`config.mk`:
```
export PLATFORM = sky130hd
export DESIGN_NAME = id_stage
export DESIGN_NICKNAME = d
export VERILOG_FILES = /design/src/rtl/id_stage_pkg.sv /design/src/rtl/imm_gen.sv /design/src/rtl/id_stage.sv
export SDC_FILE = /design/constraint.sdc
export NUM_CORES = 1
export LEC_CHECK = 0
export ABC_AREA = 1
export ABC_CLOCK_PERIOD_IN_PS = 5150
export CORE_UTILIZATION = 40
export DETAILED_ROUTE_END_ITERATION = 12
export PLACE_DENSITY = 0.73
export REMOVE_ABC_BUFFERS = 1
export SLEW_MARGIN = 0
export SYNTH_ARGS = -nofsm -noshare
export SYNTH_HDL_FRONTEND = slang
export SYNTH_SLANG_ARGS = --single-unit
```
`constraint.sdc`:
```
create_clock -name clk_i -period 5.15 [get_ports clk_i]
set_input_delay 0.515 -clock clk_i [delete_from_list [all_inputs] [get_ports clk_i]]
set_output_delay 0.515 -clock clk_i [all_outputs]
set_load 0.02 [all_outputs]
```
`src/rtl/id_stage_pkg.sv`:
```
// id_stage_pkg: shared opcode values, ALU encodings, GPR widths and the ID/EX entry type.
package id_stage_pkg;
  localparam int GPR_WIDTH = 32;
  localparam int GPR_ADDR_SPACE = 5;
  localparam logic [6:0] OPC_LUI    = 7'b0110111;
  localparam logic [6:0] OPC_AUIPC  = 7'b0010111;
  localparam logic [6:0] OPC_JAL    = 7'b1101111;
  localparam logic [6:0] OPC_JALR   = 7'b1100111;
  localparam logic [6:0] OPC_BRANCH = 7'b1100011;
  localparam logic [6:0] OPC_LOAD   = 7'b0000011;
  localparam logic [6:0] OPC_STORE  = 7'b0100011;
  localparam logic [6:0] OPC_OPIMM  = 7'b0010011;
  localparam logic [6:0] OPC_OP     = 7'b0110011;
  typedef enum logic [3:0] {
    ALU_ADD, ALU_SUB, ALU_SLL, ALU_SLT, ALU_SLTU, ALU_XOR, ALU_SRL, ALU_SRA, ALU_OR, ALU_AND, ALU_PASSB
  } alu_op_e;
  typedef struct packed {
    logic                      valid;
    logic [31:0]               pc;
    logic [GPR_WIDTH-1:0]      rs1_val;
    logic [GPR_WIDTH-1:0]      rs2_val;
    logic [31:0]               imm;
    logic [GPR_ADDR_SPACE-1:0] rd;
    logic                      rd_we;
    logic [2:0]                funct3;
    alu_op_e                   alu_op;
    logic                      alu_src;
    logic                      mem_re;
    logic                      mem_we;
    logic                      illegal;
  } id_ex_t;
  // alt selects SUB/SRA; callers decide when funct7[5] is meaningful
  function automatic alu_op_e alu_dec(input logic [2:0] f3, input logic alt);
    alu_dec = alt ? ALU_SUB : ALU_ADD;
    case (f3)
      3'd1: alu_dec = ALU_SLL;
      3'd2: alu_dec = ALU_SLT;
      3'd3: alu_dec = ALU_SLTU;
      3'd4: alu_dec = ALU_XOR;
      3'd5: alu_dec = alt ? ALU_SRA : ALU_SRL;
      3'd6: alu_dec = ALU_OR;
      3'd7: alu_dec = ALU_AND;
      default: ;
    endcase
  endfunction
endpackage

```
`src/rtl/imm_gen.sv`:
```
// imm_gen: RV32I sign-extended immediate by opcode format; R-type and unknown give 0.
module imm_gen
  import id_stage_pkg::*;
(
  input  logic [31:0] inst,
  output logic [31:0] imm
);
  always_comb begin
    imm = '0;
    case (inst[6:0])
      OPC_LUI, OPC_AUIPC: imm = {inst[31:12], 12'b0};
      OPC_JAL: imm = {{11{inst[31]}}, inst[31], inst[19:12], inst[20], inst[30:21], 1'b0};
      OPC_JALR, OPC_LOAD, OPC_OPIMM: imm = {{20{inst[31]}}, inst[31:20]};
      OPC_STORE: imm = {{20{inst[31]}}, inst[31:25], inst[11:7]};
      OPC_BRANCH: imm = {{19{inst[31]}}, inst[31], inst[7], inst[30:25], inst[11:8], 1'b0};
      default: ;
    endcase
  end
endmodule

```
`src/rtl/id_stage.sv`:
```
// id_stage: RV32I decode with WB bypass, load-use interlock and registered ID/EX outputs.
module id_stage
  import id_stage_pkg::*;
(
  input  logic                      clk_i,
  input  logic                      rst_i,
  input  logic                      inst_valid_i,
  input  logic [31:0]               inst_i,
  input  logic [31:0]               pc_i,
  input  logic                      stall_i,
  input  logic                      flush_i,
  output logic [GPR_ADDR_SPACE-1:0] rs1_addr_o,
  output logic [GPR_ADDR_SPACE-1:0] rs2_addr_o,
  input  logic [GPR_WIDTH-1:0]      rs1_val_i,
  input  logic [GPR_WIDTH-1:0]      rs2_val_i,
  input  logic                      wb_we_i,
  input  logic [GPR_ADDR_SPACE-1:0] wb_rd_addr_i,
  input  logic [GPR_WIDTH-1:0]      wb_rd_val_i,
  output logic                      stall_o,
  output logic                      id_valid_o,
  output logic [31:0]               pc_o,
  output logic [GPR_WIDTH-1:0]      rs1_val_o,
  output logic [GPR_WIDTH-1:0]      rs2_val_o,
  output logic [31:0]               imm_o,
  output logic [GPR_ADDR_SPACE-1:0] rd_addr_o,
  output logic                      rd_we_o,
  output logic [2:0]                funct3_o,
  output logic [3:0]                alu_op_o,
  output logic                      alu_src_o,
  output logic                      mem_re_o,
  output logic                      mem_we_o,
  output logic                      illegal_o
);
  id_ex_t ex_q, ex_d, dec;
  logic [31:0] imm;
  logic use1, use2, hazard;
  assign rs1_addr_o = inst_i[19:15];
  assign rs2_addr_o = inst_i[24:20];
  imm_gen u_imm_gen (.inst(inst_i), .imm(imm));
  function automatic logic [GPR_WIDTH-1:0] fwd(input logic [GPR_ADDR_SPACE-1:0] a, input logic [GPR_WIDTH-1:0] v);
    return (a == '0) ? '0 : (wb_we_i && wb_rd_addr_i == a) ? wb_rd_val_i : v;
  endfunction
  always_comb begin
    dec = '0;
    use1 = 1'b0;
    use2 = 1'b0;
    dec.valid = 1'b1;
    dec.pc = pc_i;
    dec.rs1_val = fwd(rs1_addr_o, rs1_val_i);
    dec.rs2_val = fwd(rs2_addr_o, rs2_val_i);
    dec.imm = imm;
    dec.rd = inst_i[11:7];
    dec.funct3 = inst_i[14:12];
    case (inst_i[6:0])
      OPC_LUI: begin dec.rd_we = 1'b1; dec.alu_src = 1'b1; dec.alu_op = ALU_PASSB; end
      OPC_AUIPC, OPC_JAL: begin dec.rd_we = 1'b1; dec.alu_src = 1'b1; end
      OPC_JALR: begin dec.rd_we = 1'b1; dec.alu_src = 1'b1; use1 = 1'b1; end
      OPC_BRANCH: begin use1 = 1'b1; use2 = 1'b1; end
      OPC_LOAD: begin dec.rd_we = 1'b1; dec.alu_src = 1'b1; dec.mem_re = 1'b1; use1 = 1'b1; end
      OPC_STORE: begin dec.alu_src = 1'b1; dec.mem_we = 1'b1; use1 = 1'b1; use2 = 1'b1; end
      OPC_OPIMM: begin
        dec.rd_we = 1'b1;
        dec.alu_src = 1'b1;
        use1 = 1'b1;
        dec.alu_op = alu_dec(inst_i[14:12], inst_i[30] && inst_i[14:12] == 3'd5);
      end
      OPC_OP: begin
        dec.rd_we = 1'b1;
        use1 = 1'b1;
        use2 = 1'b1;
        dec.alu_op = alu_dec(inst_i[14:12], inst_i[30]);
      end
      default: dec.illegal = 1'b1;
    endcase
    dec.rd_we = dec.rd_we && dec.rd != '0;
    // a load in EX whose result this instruction reads cannot be bypassed yet
    hazard = ex_q.valid && ex_q.mem_re && ex_q.rd != '0 && inst_valid_i &&
             ((use1 && ex_q.rd == rs1_addr_o) || (use2 && ex_q.rd == rs2_addr_o));
    stall_o = hazard && !flush_i && !stall_i;
    ex_d = flush_i ? '0 : stall_i ? ex_q : (hazard || !inst_valid_i) ? '0 : dec;
  end
  always_ff @(posedge clk_i or posedge rst_i)
    if (rst_i) ex_q <= '0;
    else ex_q <= ex_d;
  assign id_valid_o = ex_q.valid;
  assign pc_o = ex_q.pc;
  assign rs1_val_o = ex_q.rs1_val;
  assign rs2_val_o = ex_q.rs2_val;
  assign imm_o = ex_q.imm;
  assign rd_addr_o = ex_q.rd;
  assign rd_we_o = ex_q.rd_we;
  assign funct3_o = ex_q.funct3;
  assign alu_op_o = ex_q.alu_op;
  assign alu_src_o = ex_q.alu_src;
  assign mem_re_o = ex_q.mem_re;
  assign mem_we_o = ex_q.mem_we;
  assign illegal_o = ex_q.illegal;
endmodule

```
==> After elaboration in Yosys (flattened, before gate mapping) <==
Index checks and enable logic that the tools add are counted.
{ "word_totals": {"regBits": 146, "elab_cells": 84, "inputBits": 171, "out_inout_bits": 157} }
{ "classes": {"n_eq_ne": 21, "muxes": 22, "reduce_logical": 28} }
{ "op_table": {"columns": ["cell", "count"], "rows": [
  ["$mux 146", 3],
  ["$pmux 32 s5", 1],
  ["$mux 32", 4],
  ["$pmux 4 s7", 2],
  ["$eq 7x6->1 const B", 3],
  ["$eq 7x7->1 const B", 3],
  ["$eq 5x5->1", 4],
  ["$eq 7x5->1 const B", 2],
  ["$reduce_or 7->1", 2],
  ["$eq 3x3->1 const B", 4],
  ["$logic_and 1x1->1", 12],
  ["$pmux 4 s3", 1],
  ["$mux 1", 11],
  ["$logic_not 5->1", 2],
  ["$reduce_bool 5->1", 2],
  ["$reduce_or 9->1", 1],
  ["$eq 7x2->1 const B", 1],
  ["$eq 3x2->1 const B", 2],
  ["$reduce_or 3->1", 2],
  ["$reduce_or 6->1", 1],
  ["$eq 3x1->1 const B", 1],
  ["$logic_not 1->1", 3],
  ["$logic_or 1x1->1", 2],
  ["$ne 2x1->1 const B", 1],
  ["$reduce_or 2->1", 1]
]} }

==> Logic depth before layout (Yosys ltp) <==
Gate-level depths: netlist (run 1).
{ "logic_depth": {"depth_word": 10, "ltp_mapped": 13, "ltp_nobuf": 11} }

==> Hierarchy <==
From an unflattened synthesis (run 1), not the netlist that was laid out.
{ "hier_totals": {"hier_cells": 1264, "hier_area_um2": 8496.9} }
{ "by_module_without_submodules": {"columns": ["mod", "cells_per_inst", "instances", "seq_area_each_um2", "area_per_inst_um2"], "rows": [
  ["id_stage", 1133, 1, 3653.5, 7806.2],
  ["imm_gen", 131, 1, 0.0, 690.7]
]} }

==> Worst setup path before layout (run 1) <==
No wires, ideal clock.
{ "synth_path": {"path_type": "input to output", "startpoint": "in inst_i[2]", "endpoint": "out stall_o", "path_buffers": 1, "t_required_ns": 4.635, "path_slack_ns": 2.852, "cell_stages": 9, "arrival_ns": 1.783, "cell_sequence": "inv_2 -> nand2_2 -> nor2_8 -> o21ai_1 -> nand3b_1 -> nand2_2 -> nand2_4 -> buf_2 -> nor3_1"} }
{ "synth_between": {"elab_chain_len": 8, "word_cells_on_any_way": 16, "cone_classes": "6 x eq/ne; 2 x mux; 8 x reduce/logical"} }
{ "synth_rtl": {"columns": ["item", "line", "text"], "rows": [
  ["from (decl)", "id_stage.sv:8", "input logic [31:0] inst_i,"],
  ["$eq 7x6->1 (tied with other cells)", "id_stage.sv:54", "case (inst_i[6:0])"],
  ["$reduce_or 6->1 (no source line) or $reduce_or 3->1 (tied branches)", null, null],
  ["$mux 1", "id_stage.sv:54", null],
  ["$logic_and 1x1->1", "id_stage.sv:78", "((use1 && ex_q.rd == rs1_addr_o) || (use2 && ex_q.rd == rs2_addr_o));"],
  ["$logic_or 1x1->1 *", "id_stage.sv:78", null],
  ["$logic_and 1x1->1 *", "id_stage.sv:77", "hazard = ex_q.valid && ex_q.mem_re && ex_q.rd != '0 && inst_valid_i &&"],
  ["$logic_and 1x1->1 * (2 in a row)", "id_stage.sv:79", "stall_o = hazard && !flush_i && !stall_i;"],
  ["to (decl)", "id_stage.sv:19", "output logic stall_o,"]
]} }
Every way passes the cells marked *; elsewhere a longest branch is shown, timed or not.

==> Final worst setup path (run 1) <==
{ "layout_path": {"startpoint": "in inst_i[5]", "endpoint": "out stall_o"} }
The elaborated chain is that of the path after synthesis.

==> metrics.md, run 1 <==
| Metric | Value |
|---|---|
| Min-delay worst type | flop to flop |
| Main flop type after synthesis | dfrtp_1 |
| # port buffers | 327 |
| Fraction of layout instances using a drive strength above 1 | 13.52% |
| Sequential Power Share | 39.9% |
| Leak | 6.640 nW |
| Placed cells | 1749 |
| Combinational power share | 17.0% |
| Setup ws final | 1540 ps |
| CP arrival | 3100 ps |
| Area Growth Syn to Fin | 42.55% |
| Max cap viols | 0 |
| CP Max Fanout | 82 |
| Design area | 12780 um^2 |
| WS Path Type | input pin to output port |
| CTS Root Cell | clkbuf_16 |
| Routability cong. | 0.9312 |
| R2R Path End | pc_o[25] |
| Die Y | 151.7 um |
| Fin. Hold Viols | 0 |
| WHS Endpoint | imm_o[19] |
| Final clock skew | 10.96 ps |
| Synth warn | 0 |
| Die extent in x | 151.7 um |
| CORE AREA | 21890 um^2 |
| Average wire per standard cell | 15.29 um |
| Fmax | 277.0 MHz |
| Pint | 0.002165 W |
| DRC viols | 0 |
| 1st-iter DRT viols | 484 |
| CTS max path bufs | 2 |
| Nets | 1659 |
| Ys async rst share | 100.0% |
| Largest net degree at the start of global routing | 147 |
| Worst-path clk slew | 60 ps |
| Status | finished clean |
| CTS tree | built |
| Initial Util | 40.95% |
| Post-synth EDFFs | 0 |
| Fill count | 2050 |
| Num Clock Sinks | 146 |
| Worst reg2reg setup slack | 2340 ps |
| WP data required | 4640 ps |
| RSZ-0062 raised after global routing | false |
| Die ar. | 23010 um^2 |
| Post-CTS Resized | 0 |
| # rows | 54 |
| Startpoint type of the worst setup path | input pin |
| Post-route ant nets | 0 |
| Via/cell ratio | 4.864 |
| CTS H-tree lvls | 4 |
| Worst Setup SP | inst_i[5] |
| Seq/Total Area, Yosys | 40.75% |
| Period utilization | 70.10% |
| GRT Residual Overflow | 0 |
| VDD IR max | 204.5 uV |
| Ports | 328 |
| Setup crit end kind | output port |
| R2R Path Start | rd_addr_o[2] |
| Routed wire length | 27.24 mm |
| Layout Cells excl Fill | 1781 |
| CTS Buf Count | 17 |
| Gr usage total | 23.47% |
| Avg Cell Area, Syn | 7.378 um^2 |
| DR vias | 8663 |
| Synth cell types | 30 |
| Seq cells post-synth | 146 |
| P_sw | 0.0008487 W |
| Cell Area, Placed | 12170 um^2 |
| Final slew viol count | 0 |
| Commonest non-fill, non-tap cell in the layout | nand2_1 |
| Min-Delay Startpoint | imm_o[19] |
| FF-to-FF path depth | 10 |
| Vias in the first global route | 8104 |
| Final setup viols | 0 |
| Hold Path Stages | 2 |
| # Post-CTS Setup Buffers | 0 |
| Mapped Area | 8965 um^2 |
| Fin crit period | 3610 ps |
| Most frequent cells in the layout | nand2_1 (501), clkdlybuf4s50_1 (327), dfrtp_1 (146), nor2_1 (140), nand3_2 (122) |
| Slew HR | 30.01% |
| Sw frac | 28.16% |
| DP Wirelength | 18.30 mm |
| Pwr/cell area | 235.8 nW/um^2 |
| First-pass GRT wire length | 42.21 mm |
| Worst-Skew Late Latency | 420 ps |
| Total Neg Setup Slack | 0 ps |
| Initial antenna violation count | 0 |
| N_diodes | 0 |
| Post-CTS Hold Fix Bufs | 0 |
| Pre-CTS setup slack | 1499 ps |
| Post-layout util | 58.38% |
| Mapped Cells | 1215 |
| Worst-margin pin slew | 1045 ps |
| Clock share of power | 43.1% |
| Initial DRT Pass Iterations | 5 |
sequential cells by signal, summed over array words and instances, names as in the netlist:
register    count
alu_op_o        4
alu_src_o       1
funct3_o        3
id_valid_o      1
illegal_o       1
imm_o          32
mem_re_o        1
mem_we_o        1
pc_o           32
rd_addr_o       5
rd_we_o         1
rs1_val_o      32
rs2_val_o      32
how the worst max path moves through the flow:
stage             endpoint
2_1_floorplan  funct3_o[0]
3_3_place_gp       stall_o
3_5_place_dp       stall_o
4_1_cts            stall_o
5_1_grt            stall_o
6_report           stall_o
final cells by class:
cell class / count / area [um^2] / share of cell area, %
flip-flops and latches: 146 / 3654 / 28.59
well taps: 280 / 350.3 / 2.741
repair buffers: 336 / 3378 / 26.43
clock inverters: 15 / 181.4 / 1.420
inverters: 99 / 376.6 / 2.947
clock buffers: 17 / 425.4 / 3.329
multi-input cells: 888 / 4414 / 34.54
logic make-up after synthesis:
group	Yosys count	share of synthesized area (%)
AOI/OAI and AO/OA	22	1.451
xor gates and xnor gates	7	0.6839
buffers and inverters	181	10.24
DFF	146	40.75
and+or+nand+nor	859	46.87
synth_stat cells (5+ instances only):
master    count  share of area [%]
nand3_2     122                 14
inv_2        10               0.42
nand3_1      44                2.5
inv_1        89                3.7
nand2_1     501                 21
dfrtp_1     146                 41
nor2_2       17                1.2
buf_2        25                1.4
nor3_1        8               0.45
buf_4        10               0.84
xnor2_1       5               0.49
nor2_1      141                5.9
buf_6        19                2.4
o21ai_0      11               0.61
nand4_1      14               0.98
nand2_2       5               0.35
clkbuf_1     26                1.1
a21boi_0      7               0.59
power by group through the flow:
stage	clock network (W)	logic (W)	registers (W)
after floorplan	0	0.000200	0.00126
after detailed placement	0	0.000516	0.00122
after global routing	0.00137	0.000562	0.00121
after global placement	0	0.000513	0.00122
after CTS	0.00133	0.000519	0.00120
final	0.00130	0.000514	0.00120
per-stage QoR:
stage                     hold WS [ps]  total power, W
final                            477.5        0.003014
after global routing             500.6        0.003140
after CTS                        480.9        0.003047
after detailed placement         464.0        0.001739
after global placement           461.1        0.001735
after floorplan                  591.3        0.001465
layer usage:
layer	share of wire (%)	track usage [%]	wire [um]	up-vias
li1	-	-	-	4279
met1	43	30.11	11650	4042
met2	47	37.93	12850	289
met3	6.8	5.150	1841	53
met4	3.3	10.10	894	0
met5	0	0	0	-
worst max-delay path, cell delays in order:
cell	delay (ps)
clkdlybuf4s50_1	570
nand2_1	90
nor2_2	130
o21ai_1	110
nand3_1	130
nand2_1	70
nand2_2	100
nand2_8	400
nor3_1	320
clkdlybuf4s50_1	650
No activity file was read; power rests on OpenSTA's default activity.
==> run 2: changes to the inputs <==
ABC_CLOCK_PERIOD_IN_PS = 3600   (was 5150)
clock period = 3.6 ns   (was 5.15 ns; I/O delays follow)
==> run 2 against run 1 <==
Net effect:
- clock power grew 49%
- sequential share of layout area shrank 0.11 points
- sequential power grew 43%
- cell count is essentially flat
- non-clock buffer count grew 1
- hold slack lost 37 ps
- via count shrank 0.39%
- core utilization grew 0.22 points
==> metrics.md, run 2 (synthesis results as in run 1) <==
| Metric | Value |
|---|---|
| Status | finished clean |
| # Post-CTS Setup Buffers | 0 (unchanged) |
| DRC viols | 0 (unchanged) |
| RSZ-0062 raised after global routing | false |
| Worst-margin pin slew | 1024 ps (-21.44 ps) |
| Period utilization | 77.05% |
| Nets | 1660 (+0.060%) |
| Routability cong. | 0.9376 (+0.69%) |
| Most frequent cells in the layout | nand2_1 (501), clkdlybuf4s50_1 (327), dfrtp_1 (146), nor2_1 (140), nand3_2 (122) |
| DP Wirelength | 17.97 mm (-1.8%) |
| Post-CTS Hold Fix Bufs | 0 (unchanged) |
| Initial DRT Pass Iterations | 5 (unchanged) |
| Via/cell ratio | 4.842 (-0.45%) |
| N_diodes | 0 (unchanged) |
| Average wire per standard cell | 15.22 um (-0.49%) |
| Die Y | 151.7 um (unchanged) |
| CTS Root Cell | clkbuf_16 |
| Post-layout util | 58.60% (+0.22 points) |
| CP Max Fanout | 6 (-93%) |
| Worst-Skew Late Latency | 420 ps (about the same) |
| Pwr/cell area | 342.5 nW/um^2 (+45%) |
| WS Path Type | input pin to output port |
| Num Clock Sinks | 146 (unchanged) |
| Largest net degree at the start of global routing | 147 (unchanged) |
| Final clock skew | 10.30 ps (-0.6562 ps) |
| Routed wire length | 27.12 mm (-0.44%) |
| Fmax | 360.5 MHz |
| GRT Residual Overflow | 0 (unchanged) |
| Hold_ws | 440.7 ps (-36.75 ps) |
| Die extent in x | 151.7 um (unchanged) |
| # port buffers | 327 (unchanged) |
| Slew HR | 31.75% (+1.7 points) |
| Max cap viols | 0 (unchanged) |
| CORE AREA | 21890 um^2 (unchanged) |
| Commonest non-fill, non-tap cell in the layout | nand2_1 |
| Worst-path clk slew | 60 ps (about the same) |
| Tot Pwr | 0.004393 W (+46%) |
| First-pass GRT wire length | 41.95 mm (-0.64%) |
| Vias in the first global route | 7926 (-2.2%) |
| VDD IR max | 280.4 uV (+37%) |
| # rows | 54 (unchanged) |
| Leak | 6.667 nW (+0.40%) |
| Final slew viol count | 0 (unchanged) |
| CTS max path bufs | 2 (unchanged) |
| Pre-CTS setup slack | 823.5 ps (-676.0 ps) |
| Initial antenna violation count | 0 (unchanged) |
| Ports | 328 (unchanged) |
| DR vias | 8629 (-0.39%) |
| Area Growth Syn to Fin | 43.10% |
| Gr usage total | 23.49% (about the same) |
| 1st-iter DRT viols | 448 (-7.4%) |
| CTS Buf Count | 17 (unchanged) |
| Setup crit end kind | output port |
| Die ar. | 23010 um^2 (unchanged) |
| Post-CTS Resized | 0 (unchanged) |
| CTS tree | built |
| Fraction of layout instances using a drive strength above 1 | 13.58% (+0.058 points) |
| CTS H-tree lvls | 4 (unchanged) |
| Fin crit period | 2774 ps |
| Min-delay worst type | input pin to async pin |
| CP arrival | 2410 ps (-690 ps) |
| Post-route ant nets | 0 (unchanged) |
| Startpoint type of the worst setup path | input pin |
| Final setup viols | 0 (unchanged) |
| Fin. Hold Viols | 0 (unchanged) |
| WP data required | 3240 ps (-1400 ps) |
| Initial Util | 40.95% (unchanged) |
| Setup ws final | 826.1 ps (-713.8 ps) |
==> run 2: worst paths after layout <==
kind                         startpoint            end  slack [ps]  depth (start not counted)
max in group asynchronous         rst_i      imm_o[24]        2330                          3
max                           inst_i[5]        stall_o         830                          9
min reg2reg                rs2_val_o[3]   rs2_val_o[3]         480                          2
min in group clk_i         rs2_val_o[3]   rs2_val_o[3]         480                          2
max reg2reg                rd_addr_o[0]  rs2_val_o[18]        1460                          8
min                               rst_i       pc_o[26]         440                          2
==> run 2: power by group <==
| part | leakage (nW) | internal [W] | switching [W] |
|---|---|---|---|
| Combinational | 4.35 | 0.000352 | 0.000382 |
| Clock | 0.313 | 0.00113 | 0.000811 |
| Sequential | 2.00 | 0.00169 | 0.0000303 |
==> run 2: final cells by class <==
cell class,instances,area [um^2]
fill,2008,9062
multi-input combinational,888,4414
sequential,146,3654
timing repair buffer,337,3398
clock buffer,17,425.4
inverter,99,376.6
tap,280,350.3
clock inverter,15,210.2
==> run 2: routing by layer <==
metal | wire, um | track usage (%) | vias up
met5 | 0 | 0 | -
li1 | - | - | 4282
met4 | 954 | 10.50 | 0
met2 | 12880 | 36.68 | 288
met3 | 1691 | 6.078 | 53
met1 | 11590 | 30.47 | 4006
==> run 2: metrics by stage <==
stage | TNS, ps | cell area (um^2) | cells
floorplan | -1611160 | 8418 | 1133
global placement | 0 | 12190 | 1750
detailed placement | 0 | 12190 | 1750
CTS | 0 | 12830 | 1782
global route | 0 | 12830 | 1782
finish | 0 | 12830 | 1782
==> run 2: worst max-delay path, stage by stage <==
cell             delay (ps)
clkdlybuf4s50_1         590
nand2_1                 100
nor2_2                  130
o21ai_1                 110
nand3b_1                180
nand2_2                 130
nand2_8                  60
nor3_1                  140
clkdlybuf4s50_1         630
==> run 3: changes to the inputs <==
ABC_CLOCK_PERIOD_IN_PS = 2800   (was 3600)
clock period = 2.8 ns   (was 3.6 ns; I/O delays follow)
==> run 3 against run 2 <==
Net effect:
- wire length rose by 0.45%
- final area grew 1.5%
- non-clock buffer count grew 24
- core utilization up 0.90 points
==> metrics.md, run 3 (synthesis results as in run 1) <==
| Metric | Value |
|---|---|
| Commonest non-fill, non-tap cell in the layout | nand2_1 |
| # port buffers | 327 (unchanged) |
| Tot Pwr | 0.005506 W (+25%) |
| Layout Cells excl Fill | 1806 (+1.3%) |
| Worst-path clk slew | 80 ps (+20 ps) |
| Final slew viol count | 0 (unchanged) |
| Die ar. | 23010 um^2 (unchanged) |
| Met2 Usage GRT | 37.52% (+0.84 points) |
| Via/cell ratio | 4.811 (-0.65%) |
| Largest net degree at the start of global routing | 147 (unchanged) |
| Die extent in x | 151.7 um (unchanged) |
| Fmax | 377.3 MHz |
| CTS Root Cell | clkbuf_16 |
| Startpoint type of the worst setup path | flop |
| CTS max path bufs | 2 (unchanged) |
| CP arrival | 2370 ps (-40 ps) |
| DR vias | 8688 (+0.68%) |
| N_diodes | 0 (unchanged) |
| Ports | 328 (unchanged) |
| Initial DRT Pass Iterations | 4 (-1) |
| WS Path Type | flop to output port |
| DRC viols | 0 (unchanged) |
| Status | finished clean |
| Vias in the first global route | 8141 (+2.7%) |
| Fin crit period | 2651 ps |
| RSZ-0062 raised after global routing | false |
| Routability cong. | 0.9110 (-2.8%) |
| Period utilization | 94.67% |
| Max cap viols | 0 (unchanged) |
| Post-CTS Hold Fix Bufs | 0 (unchanged) |
| GRT Residual Overflow | 0 (unchanged) |
| Placed cells | 1774 (+1.4%) |
| Final clock skew | 10.85 ps (+0.5434 ps) |
| Num Clock Sinks | 146 (unchanged) |
| M1 GR Usage | 30.85% (+0.38 points) |
| P_sw | 0.001649 W (+35%) |
| Die Y | 151.7 um (unchanged) |
| Total Neg Setup Slack | 0 ps (unchanged) |
| Most frequent cells in the layout | nand2_1 (501), clkdlybuf4s50_1 (327), dfrtp_1 (146), nor2_1 (140), nand3_2 (122) |
| Nets | 1684 (+1.4%) |
| Worst-margin pin slew | 1052 ps (+27.73 ps) |
| Area Growth Syn to Fin | 45.29% |
| DP Wirelength | 19.05 mm (+6.0%) |
| Initial Util | 40.95% (unchanged) |
| # rows | 54 (unchanged) |
| Setup ws final | 149.3 ps (-676.8 ps) |
| Sequential Power Share | 40.1% (+1.0 points) |
| CORE AREA | 21890 um^2 (unchanged) |
| Routed wire length | 27.24 mm (+0.45%) |
| Worst-Skew Late Latency | 420 ps (about the same) |
| Initial antenna violation count | 0 (unchanged) |
| Clock share of power | 42.1% (-2.1 points) |
| # Post-CTS Setup Buffers | 0 (unchanged) |
| Fraction of layout instances using a drive strength above 1 | 14.94% (+1.4 points) |
| Min-delay worst type | input pin to async pin |
| Fin. Hold Viols | 0 (unchanged) |
| GRT Max-Usage Layer | met2 |
| CTS H-tree lvls | 4 (unchanged) |
| Pint | 0.003857 W (+22%) |
| Pwr/cell area | 422.7 nW/um^2 (+23%) |
| GR Util met3 | 4.731% (-1.3 points) |
| CTS tree | built |
| Post-route ant nets | 0 (unchanged) |
| Setup crit end kind | output port |
| First-pass GRT wire length | 42.24 mm (+0.71%) |
| Leak | 6.777 nW (+1.6%) |
| Average wire per standard cell | 15.08 um (-0.89%) |
| Slew HR | 29.90% (-1.8 points) |
| Sw frac | 29.94% (+2.1 points) |
| 1st-iter DRT viols | 428 (-4.5%) |
| Combinational power share | 17.7% (+1.0 points) |
| Pre-CTS setup slack | 141.0 ps (-682.5 ps) |
| CP Max Fanout | 5 (-1) |
| Post-CTS Resized | 0 (unchanged) |
| Gr usage total | 23.64% (+0.15 points) |
| Final setup viols | 0 (unchanged) |
| WP data required | 2520 ps (-720 ps) |
| CTS Buf Count | 17 (unchanged) |
| VDD IR max | 362.3 uV (+29%) |
## run 3: cell types whose count changed in the layout (fill, tap and decap cells not counted), sizes merged
cell    before  now
buf         10   34
bufinv       3    0
clkinv       2    5
## run 3: critical path, cell delays in order (launching register included)
cell             delay, ps
dfrtp_1                480
xnor2_1                270
nand2_1                 70
nor2_1                  80
nand3b_1                90
nand2_2                130
nand2_8                 60
nor3_1                 130
clkdlybuf4s50_1        630
## run 3: worst paths after layout
| kind | startpoint | endpoint | slack, ps | cells past startpoint |
|---|---|---|---|---|
| setup / recovery | rd_addr_o[0] | stall_o | 150 | 8 |
| hold / removal | rst_i | pc_o[26] | 280 | 2 |
| setup reg to reg | rd_addr_o[0] | rs2_val_o[21] | 590 | 8 |
| hold reg to reg | imm_o[26] | imm_o[26] | 480 | 2 |
| max in group asynchronous | rst_i | rs1_val_o[4] | 1810 | 3 |
| min in group clk_i | pc_i[22] | pc_o[22] | 400 | 3 |
## run 3: power groups by stage
stage	clock network [W]	logic, W	registers, W
after floorplan	0	0.000368	0.00233
after global placement	0	0.000972	0.00225
after detailed placement	0	0.000981	0.00225
after CTS	0.00238	0.000985	0.00221
after global routing	0.00247	0.00107	0.00222
final	0.00232	0.000975	0.00221
## run 3: per-layer routing
layer / vias to the layer above / wire length, um
li1: 4330 / -
met5: - / 0
met2: 291 / 12780
met4: 0 / 1003
met1: 4012 / 11640
met3: 55 / 1817
## run 3: cell type report
type | count | area (um^2)
tap | 280 | 350.3
sequential | 146 | 3654
clock inverter | 15 | 176.4
inverter | 99 | 376.6
multi-input combinational | 888 | 4414
timing repair buffer | 361 | 3628
clock buffer | 17 | 425.4
fill | 1995 | 8866
## run 3: metrics by stage
| stage | cell area [um^2] | hold slack [ps] | util [%] |
|---|---|---|---|
| detailed placement | 12420 | 464.3 | 56.75 |
| global route | 13030 | 314.4 | 59.50 |
| global placement | 12420 | 460.4 | 56.75 |
| floorplan | 8418 | 407.2 | - |
| finish | 13030 | 278.8 | 59.50 |
| CTS | 13030 | 297.2 | 59.50 |
